==> config.mk <==
export PLATFORM = sky130hd
export DESIGN_NAME = rv32_cpu_cp_shifter_mc
export DESIGN_NICKNAME = d
export VERILOG_FILES = /design/src/rtl/rv32_cpu_cp_shifter_pkg.sv /design/src/rtl/rv32_cpu_cp_shifter_step.sv /design/src/rtl/rv32_cpu_cp_shifter_mc.sv
export SDC_FILE = /design/constraint.sdc
export NUM_CORES = 1
export LEC_CHECK = 0
export ABC_AREA = 1
export BUFFER_PORTS_ARGS = -buffer_cell sky130_fd_sc_hd__buf_4
export CAP_MARGIN = 20
export CORE_ASPECT_RATIO = 1.4
export CORE_MARGIN = 1
export CORE_UTILIZATION = 39
export DETAILED_ROUTE_END_ITERATION = 10
export MAX_ROUTING_LAYER = met4
export PLACE_DENSITY = 0.65
export SLEW_MARGIN = 5
export SYNTH_ARGS = -nofsm -noshare
export SYNTH_HDL_FRONTEND = slang
export SYNTH_SLANG_ARGS = --single-unit
==> constraint.sdc <==
create_clock -name i_clk -period 1.83 [get_ports i_clk]
set_clock_uncertainty 0.1 [all_clocks]
set_input_delay 0.366 -clock i_clk [delete_from_list [all_inputs] [get_ports i_clk]]
set_output_delay 0.366 -clock i_clk [all_outputs]
set_load 0.01 [all_outputs]
==> src/rtl/rv32_cpu_cp_shifter_pkg.sv <==
// rv32_cpu_cp_shifter_pkg: FSM encoding, latched mode bundle and shamt-width helper shared by the multi-cycle shifter
package rv32_cpu_cp_shifter_pkg;
  localparam logic [1:0] S_IDLE = 2'd0;
  localparam logic [1:0] S_RUN  = 2'd1;
  localparam logic [1:0] S_DONE = 2'd2;
  typedef enum logic [1:0] {IDLE = S_IDLE, RUN = S_RUN, DONE = S_DONE} state_t;
  typedef struct packed {
    logic right;
    logic arith;
    logic rotate;
  } mode_t;
  function automatic int shamt_w(input int xlen);
    return $clog2(xlen);
  endfunction
endpackage

==> src/rtl/rv32_cpu_cp_shifter_step.sv <==
// rv32_cpu_cp_shifter_step: combinational 0..STEP-bit shift/rotate of d by k under mode -> q (rotate only with RV32_CPU_CP_SHIFTER_ROTATE_EN)
module rv32_cpu_cp_shifter_step
  import rv32_cpu_cp_shifter_pkg::*;
#(
  parameter int XLEN = 32,
  parameter int STEP = 4,
  parameter int KW   = $clog2(STEP) + 1
) (
  input  logic [XLEN-1:0] d,
  input  logic [KW-1:0]   k,
  input  mode_t           mode,
  output logic [XLEN-1:0] q
);
  logic [XLEN-1:0] sh_r;
  logic [XLEN-1:0] sh_l;
  assign sh_r = XLEN'({{XLEN{mode.arith & d[XLEN-1]}}, d} >> k);
  assign sh_l = d << k;
`ifdef RV32_CPU_CP_SHIFTER_ROTATE_EN
  logic [31:0]     rot_amt;
  logic [XLEN-1:0] rot;
  // rotate-left by k is rotate-right by XLEN-k over the doubled word
  assign rot_amt = mode.right ? 32'(k) : 32'(XLEN) - 32'(k);
  assign rot     = XLEN'({d, d} >> rot_amt);
  assign q       = mode.rotate ? rot : mode.right ? sh_r : sh_l;
`else
  logic unused_rotate;
  assign unused_rotate = mode.rotate;
  assign q             = mode.right ? sh_r : sh_l;
`endif
endmodule

==> src/rtl/rv32_cpu_cp_shifter_mc.sv <==
// rv32_cpu_cp_shifter_mc: multi-cycle STEP-bits/cycle shifter; i_clk,i_rstn,i_cpu_trap,i_start,mode bits,i_rs1,i_shamt -> o_res,o_busy,o_valid; rotate via RV32_CPU_CP_SHIFTER_ROTATE_EN
module rv32_cpu_cp_shifter_mc
  import rv32_cpu_cp_shifter_pkg::*;
#(
  parameter int XLEN = 32,
  parameter int STEP = 4
) (
  input  logic                     i_clk,
  input  logic                     i_rstn,
  input  logic                     i_cpu_trap,
  input  logic                     i_start,
  input  logic                     i_shift_right,
  input  logic                     i_shift_arth,
  input  logic                     i_rotate,
  input  logic [XLEN-1:0]          i_rs1,
  input  logic [shamt_w(XLEN)-1:0] i_shamt,
  output logic [XLEN-1:0]          o_res,
  output logic                     o_busy,
  output logic                     o_valid
);
  localparam int SW = shamt_w(XLEN);
  localparam int CW = SW + 1;
  localparam int KW = $clog2(STEP) + 1;
  state_t          state_q, state_d;
  mode_t           mode_q, mode_d, mode_in;
  logic [CW-1:0]   cnt_q, cnt_d;
  logic [XLEN-1:0] res_q, res_d, step_res;
  logic [KW-1:0]   k;
  logic            busy_q, busy_d, valid_q, valid_d, last, rot_in;
`ifdef RV32_CPU_CP_SHIFTER_ROTATE_EN
  assign rot_in = i_rotate;
`else
  logic unused_rotate;
  assign unused_rotate = i_rotate;
  assign rot_in        = 1'b0;
`endif
  assign mode_in = {i_shift_right, i_shift_arth, rot_in};
  assign last    = cnt_q <= CW'(STEP);
  assign k       = last ? cnt_q[KW-1:0] : KW'(STEP);
  rv32_cpu_cp_shifter_step #(.XLEN(XLEN), .STEP(STEP), .KW(KW)) u_step (
    .d    (res_q),
    .k    (k),
    .mode (mode_q),
    .q    (step_res)
  );
  always_comb begin
    state_d = state_q;
    mode_d  = mode_q;
    cnt_d   = cnt_q;
    res_d   = res_q;
    if (i_cpu_trap) begin
      state_d = IDLE;
    end else if (i_start) begin
      state_d = (i_shamt == '0) ? DONE : RUN;
      mode_d  = mode_in;
      cnt_d   = CW'(i_shamt);
      res_d   = i_rs1;
    end else if (state_q == RUN) begin
      state_d = last ? DONE : RUN;
      cnt_d   = cnt_q - CW'(k);
      res_d   = step_res;
    end else if (state_q == DONE) begin
      state_d = IDLE;
    end
  end
  assign busy_d  = state_d == RUN;
  assign valid_d = state_d == DONE;
  always_ff @(posedge i_clk or negedge i_rstn) begin
    if (!i_rstn) begin
      state_q <= IDLE;
      mode_q  <= '0;
      cnt_q   <= '0;
      res_q   <= '0;
      busy_q  <= 1'b0;
      valid_q <= 1'b0;
    end else begin
      state_q <= state_d;
      mode_q  <= mode_d;
      cnt_q   <= cnt_d;
      res_q   <= res_d;
      busy_q  <= busy_d;
      valid_q <= valid_d;
    end
  end
  assign o_res   = res_q;
  assign o_busy  = busy_q;
  assign o_valid = valid_q;
endmodule

# Word-level counts from Yosys, hierarchy flattened
# Index checks and enable logic that the tools add are counted.
# totals
inputBits,44
mem_bits_rw,0
wordCells,33
output_inout_bits,34
latchBits,0
rom_bits,0
ff_bits,44
mem_count,0
# classes
multipliers,0
shift,2
reduce_logical,4
eq_ne,4
addsub,1
bitwise_logic,2
muxes,12
magnitude_cmp,1
div_mod_pow,0
# op_table
operator,n
$mux 32,3
$shr 64x3->32,1
$shl 32x3->32,1
$mux 2,6
$mux 6,2
$le 6x3->1 const B,1
$sub 6x3->6,1
$logic_not 5->1,1
$eq 2x1->1 const B,2
$eq 2x2->1 const B,2
$reduce_and 2->1,2
$mux 3,1
$reduce_bool 2->1,1
$and 1x1->1,1
$not 1->1,1

# Longest topological paths before layout
# logic_depth
depth_word,6
ltp_mapped,12
depth_no_buf,12

# By module
# A second synthesis with hierarchy kept.
# hier_totals
hier_cells,754
hier_area_um2,4546.9
# by_module_without_submodules
mod,seq_area_each_um2,instances,area_per_inst_um2,cells_each
rv32_cpu_cp_shifter_step,0.0,1,2386.0,494
rv32_cpu_cp_shifter_mc,1101.1,1,2160.8,260

# Least setup slack after synthesis
# Ideal clock, no wire load.
# synth_path
kind,register to register
from,register cnt_q[4]
to,"register res_q[24], in the netlist o_res[24]"
setup_time_ns,0.071
path_buffers,1
synth_period_minus_slack_ns,1.636
stages_incl_launch_ff,11
path_slack_ns,0.194
arrival_ns,1.464
t_required_ns,1.659
cell_sequence,dfrtp_1 nor2_4 nand2_2 nor2_4 inv_2 clkbuf_1 nand3_1 nand3_1 nand3_1 nor2_1 nor2_1
# synth_between
elab_chain_len,6
word_cells_on_any_way,7
classes_between,1 x order compare; 2 x shift; 4 x mux
# synth_lines
element,line,source
"start, declared",rv32_cpu_cp_shifter_mc.sv:26,"logic [CW-1:0] cnt_q, cnt_d;"
"start signal, assigned",rv32_cpu_cp_shifter_mc.sv:79,cnt_q <= cnt_d;
$le 6x3->1 (*),rv32_cpu_cp_shifter_mc.sv:38,assign last = cnt_q <= CW'(STEP);
$mux 3 (*),rv32_cpu_cp_shifter_mc.sv:39,assign k = last ? cnt_q[KW-1:0] : KW'(STEP);
$shl 32x3->32 / $shr 64x3->32 (equally long branches),"rv32_cpu_cp_shifter_step.sv:17, rv32_cpu_cp_shifter_step.sv:16",
$mux 32 (*),rv32_cpu_cp_shifter_step.sv:28,assign q = mode.right ? sh_r : sh_l;
$mux 32 (*),rv32_cpu_cp_shifter_mc.sv:58,end else if (state_q == RUN) begin
$mux 32 (*),rv32_cpu_cp_shifter_mc.sv:53,end else if (i_start) begin
"end signal, assigned",rv32_cpu_cp_shifter_mc.sv:80,res_q <= res_d;
"end, declared",rv32_cpu_cp_shifter_mc.sv:27,"logic [XLEN-1:0] res_q, res_d, step_res;"
# Mark *: on every way between the ends. The rest lies on a longest branch, timed or not. The select of a mux whose other input is x is not followed.
# A chain may end at the register's enable or synchronous reset.

# Worst setup path in the final report
# layout_path
from,register cnt_q[5]
to,"register res_q[19], in the netlist o_res[19]"
# The elaborated chain is that of the path after synthesis.

==> results.md <==
* Power per cell area at 1080 nW/um2
* Slew headroom at 0.585
* Post-Route WL at 15500 um
* Non-Filler Instances at 904
* Vias in the first global route at 5064
* Pleak at 2.41 nW
* Remaining global-route overflow at 0
* R2R depth at 9
* TritonCTS Buffers at 5
* Die ar. at 10900 um2
* CORE AREA at 10100 um2
* Yosys Warn Count at 0
* DPL Wire Length at 11200 um
* H-tree depth at 2
* Final period util at 0.993
* Most frequent cell after synthesis: nand3_1
* Vert. Die Dim at 123 um
* Final hold vios at 28
* Switch Pwr at 2.64 mW
* Rows at 43
* Nets at 813
* Hold Buf Count CTS at 0
* Hold slack at -0.0228 ns
* RePlAce Congestion at 0.914
* Fin crit period at 1.82 ns
* Post-synth top area cell: nand3_1
* Worst slew pin tran at 0.623 ns
* Initial Util at 0.407
* Worst reg2reg startpoint: cnt_q[5]$_DFFE_PN0P_
* CP endpoint kind: register
* Ys flop type: dfrtp_1
* Worst setup path startpoint: cnt_q[5]$_DFFE_PN0P_
* Register area share after synthesis at 0.269
* DR vias at 5330
* Boundary pin count at 78
* Internal cell power at 3.05 mW
* Crit path capture: o_res[19]$_DFFE_PN0P_
* Clk pwr share at 0.195
* Crit Path Category: reg -> reg
* GRT Util Overall at 0.295
* Achievable clock frequency at 550 MHz
* Yosys reg bits at 44
* Bufs on Longest Clock Path at 2
* Syn Std Cell Area at 4090 um2
* DR DRC count at 0
* Min setup slack post-route at 0.0122 ns
* # fillers at 1062
* Initial DRC Count at 511
* Pin count of the biggest net entering global routing at 45
* First-pass GRT wire length at 24300 um
* CP Data Arrival Time at 1.90 ns
* Mean Syn Cell Area at 5.94 um2
* Max-cap violations at 0
* Share of layout cells above drive strength 1 at 0.203
* Setup slack, reg-to-reg at 0.01 ns
* DR pass1 iterations at 5
* Crit Path Max Fanout at 32
* Register share of total power at 0.265
* Synthesized instance count at 689
* Hold Crit Class: in -> async
* Placed cell count at 894
* Worst Path Required at 1.91 ns
* Combinational fraction of design power at 0.539
* Antenna cell count at 0
* CTS tree: done
* Antenna violations before repair at 0
* Startpoint Class: register
* Failing checks: negative hold slack
* Routed Antenna Nets at 0
* Pre-CTS setup slack at -0.0858 ns
* Status: complete, but fails checks
* Clk_lat worst skew at 0.30 ns
* Async SR Flop Fraction at 1.00
* Top area cells in the synthesized netlist: nand3_1 (31%), dfrtp_1 (27%), nand2_1 (11%), nor2_1 (9.6%), nand4_1 (4.9%)
* Clock root buffer master: clkbuf_16
* Peak supply drop at 0.615 mV
* Layout area overhead at 28.6%
* Switching share of power at 0.464
* Post-CTS setup buffers at 0
* Number of synthesized flops with an enable pin at 0
* Vias per cell at 5.90
* Routed wire per std cell at 17.1 um
* Number of distinct library cells after synthesis at 29
* CTS sink count at 44
* Die W at 88.6 um
* PortBufs at 76
* Worst-path clk slew at 0.08 ns
* Syn_nets at 734
* RSZ-0062 raised after global routing: true
* Most instantiated cells after synthesis: nand3_1 (250), nand2_1 (116), nor2_1 (105), dfrtp_1 (44), a21oi_1 (36)
* Yosys top cell area share at 0.306
* Critical R2R Capture: o_res[19]$_DFFE_PN0P_
* Final-report setup violation count at 0
* Slew Viols, Final at 0
-- registers in the layout (all words and copies together), names as in the netlist --
| name | flops |
|---|---|
| o_busy | 1 |
| cnt_q | 6 |
| state_q | 2 |
| mode_q | 2 |
| o_valid | 1 |
| o_res | 32 |
-- worst max-delay path, stage by stage (launching register included) --
cell     delay (ns)
dfrtp_1        0.41
nor2_4         0.18
nand2_2        0.09
nor2_4         0.15
buf_12         0.21
nand3_1        0.12
nand3_1        0.12
nand3_1        0.07
nor2_1         0.17
nor2_1         0.06
-- worst min path at each step --
| stage | to | slack (ns) | cells past startpoint | from |
|---|---|---|---|---|
| floorplan | cnt_q[0]$_DFFE_PN0P_ | -0.03 | 0 | i_rstn |
| global placement | o_res[7]$_DFFE_PN0P_ | 0.32 | 1 | i_rstn |
| detailed placement | o_res[9]$_DFFE_PN0P_ | 0.33 | 1 | i_rstn |
| CTS | o_res[7]$_DFFE_PN0P_ | 0.003 | 1 | i_rstn |
| global route | o_res[9]$_DFFE_PN0P_ | 0.03 | 1 | i_rstn |
| finish | o_res[7]$_DFFE_PN0P_ | -0.02 | 1 | i_rstn |
-- kinds of logic (layout without fill, tap and decap cells) --
logic type               after synthesis  in the layout  synth area share
AO/OA/AOI/OAI                         53             53            0.0691
adder cells (fa/ha/maj)                1              1           0.00306
buffers and inverters                 71            151            0.0718
flip-flops                            44             44             0.269
multiplexers                           1              1           0.00275
other                                  1              1          0.000916
AND/OR/NAND/NOR                      518            518             0.583
-- power groups by stage --
stage,registers [mW],clock network (mW),logic [mW]
detailed placement,1.52,0,2.96
CTS,1.50,1.13,2.98
global route,1.54,1.15,3.40
global placement,1.52,0,2.91
finish,1.51,1.11,3.07
floorplan,1.54,0,1.83
-- cell usage in the layout, fill, tap and decap left out, types with 4 or more instances in the layout --
cell	netlist	layout
a21oi_1	36	33
buf_12	0	6
buf_4	0	103
buf_6	0	4
clkbuf_16	0	5
dfrtp_1	44	44
inv_1	24	23
nand2_1	116	112
nand2_2	1	5
nand3_1	250	243
nand3_2	0	7
nand4_1	32	32
nor2_1	105	103
nor2_2	3	4
nor2_4	3	4
o21ai_0	9	8
or2_2	5	5
-- final cells by class --
type / count / area [um2] / area share
clock inverters: 3 / 46.3 / 0.00879
repair buffers: 114 / 946 / 0.180
inverters: 28 / 109 / 0.0207
clock buffers: 5 / 125 / 0.0238
multi-input cells: 574 / 2770 / 0.525
well taps: 135 / 169 / 0.0321
flip-flops and latches: 44 / 1100 / 0.209
repair inverters: 1 / 5.00 / 0.000950
-- repair_timing --
item                       4_1_cts  5_1_grt
pin swaps                        0        2
gates cloned                     0        2
gates resized for setup          3       22
setup endpoints to repair        2       35
-- metal layers --
metal	global-route usage	wire, um
met2	0.490	7580
met4	0.131	649
met3	0.0274	975
met5	-	0
met1	0.361	6270
-- per-stage QoR --
stage               utilization  hold slack, ns  power [mW]  area, um2  setup TNS [ns]
finish                    0.523         -0.0228        5.68       5270               0
floorplan                     -         -0.0296        3.37       4090               0
global placement          0.497           0.320        4.43       5000          -0.401
global route              0.523          0.0334        6.09       5270           -1.65
CTS                       0.515         0.00328        5.61       5180         -0.0159
detailed placement        0.497           0.328        4.48       5000          -0.745
(Power assumes the default switching activity.)
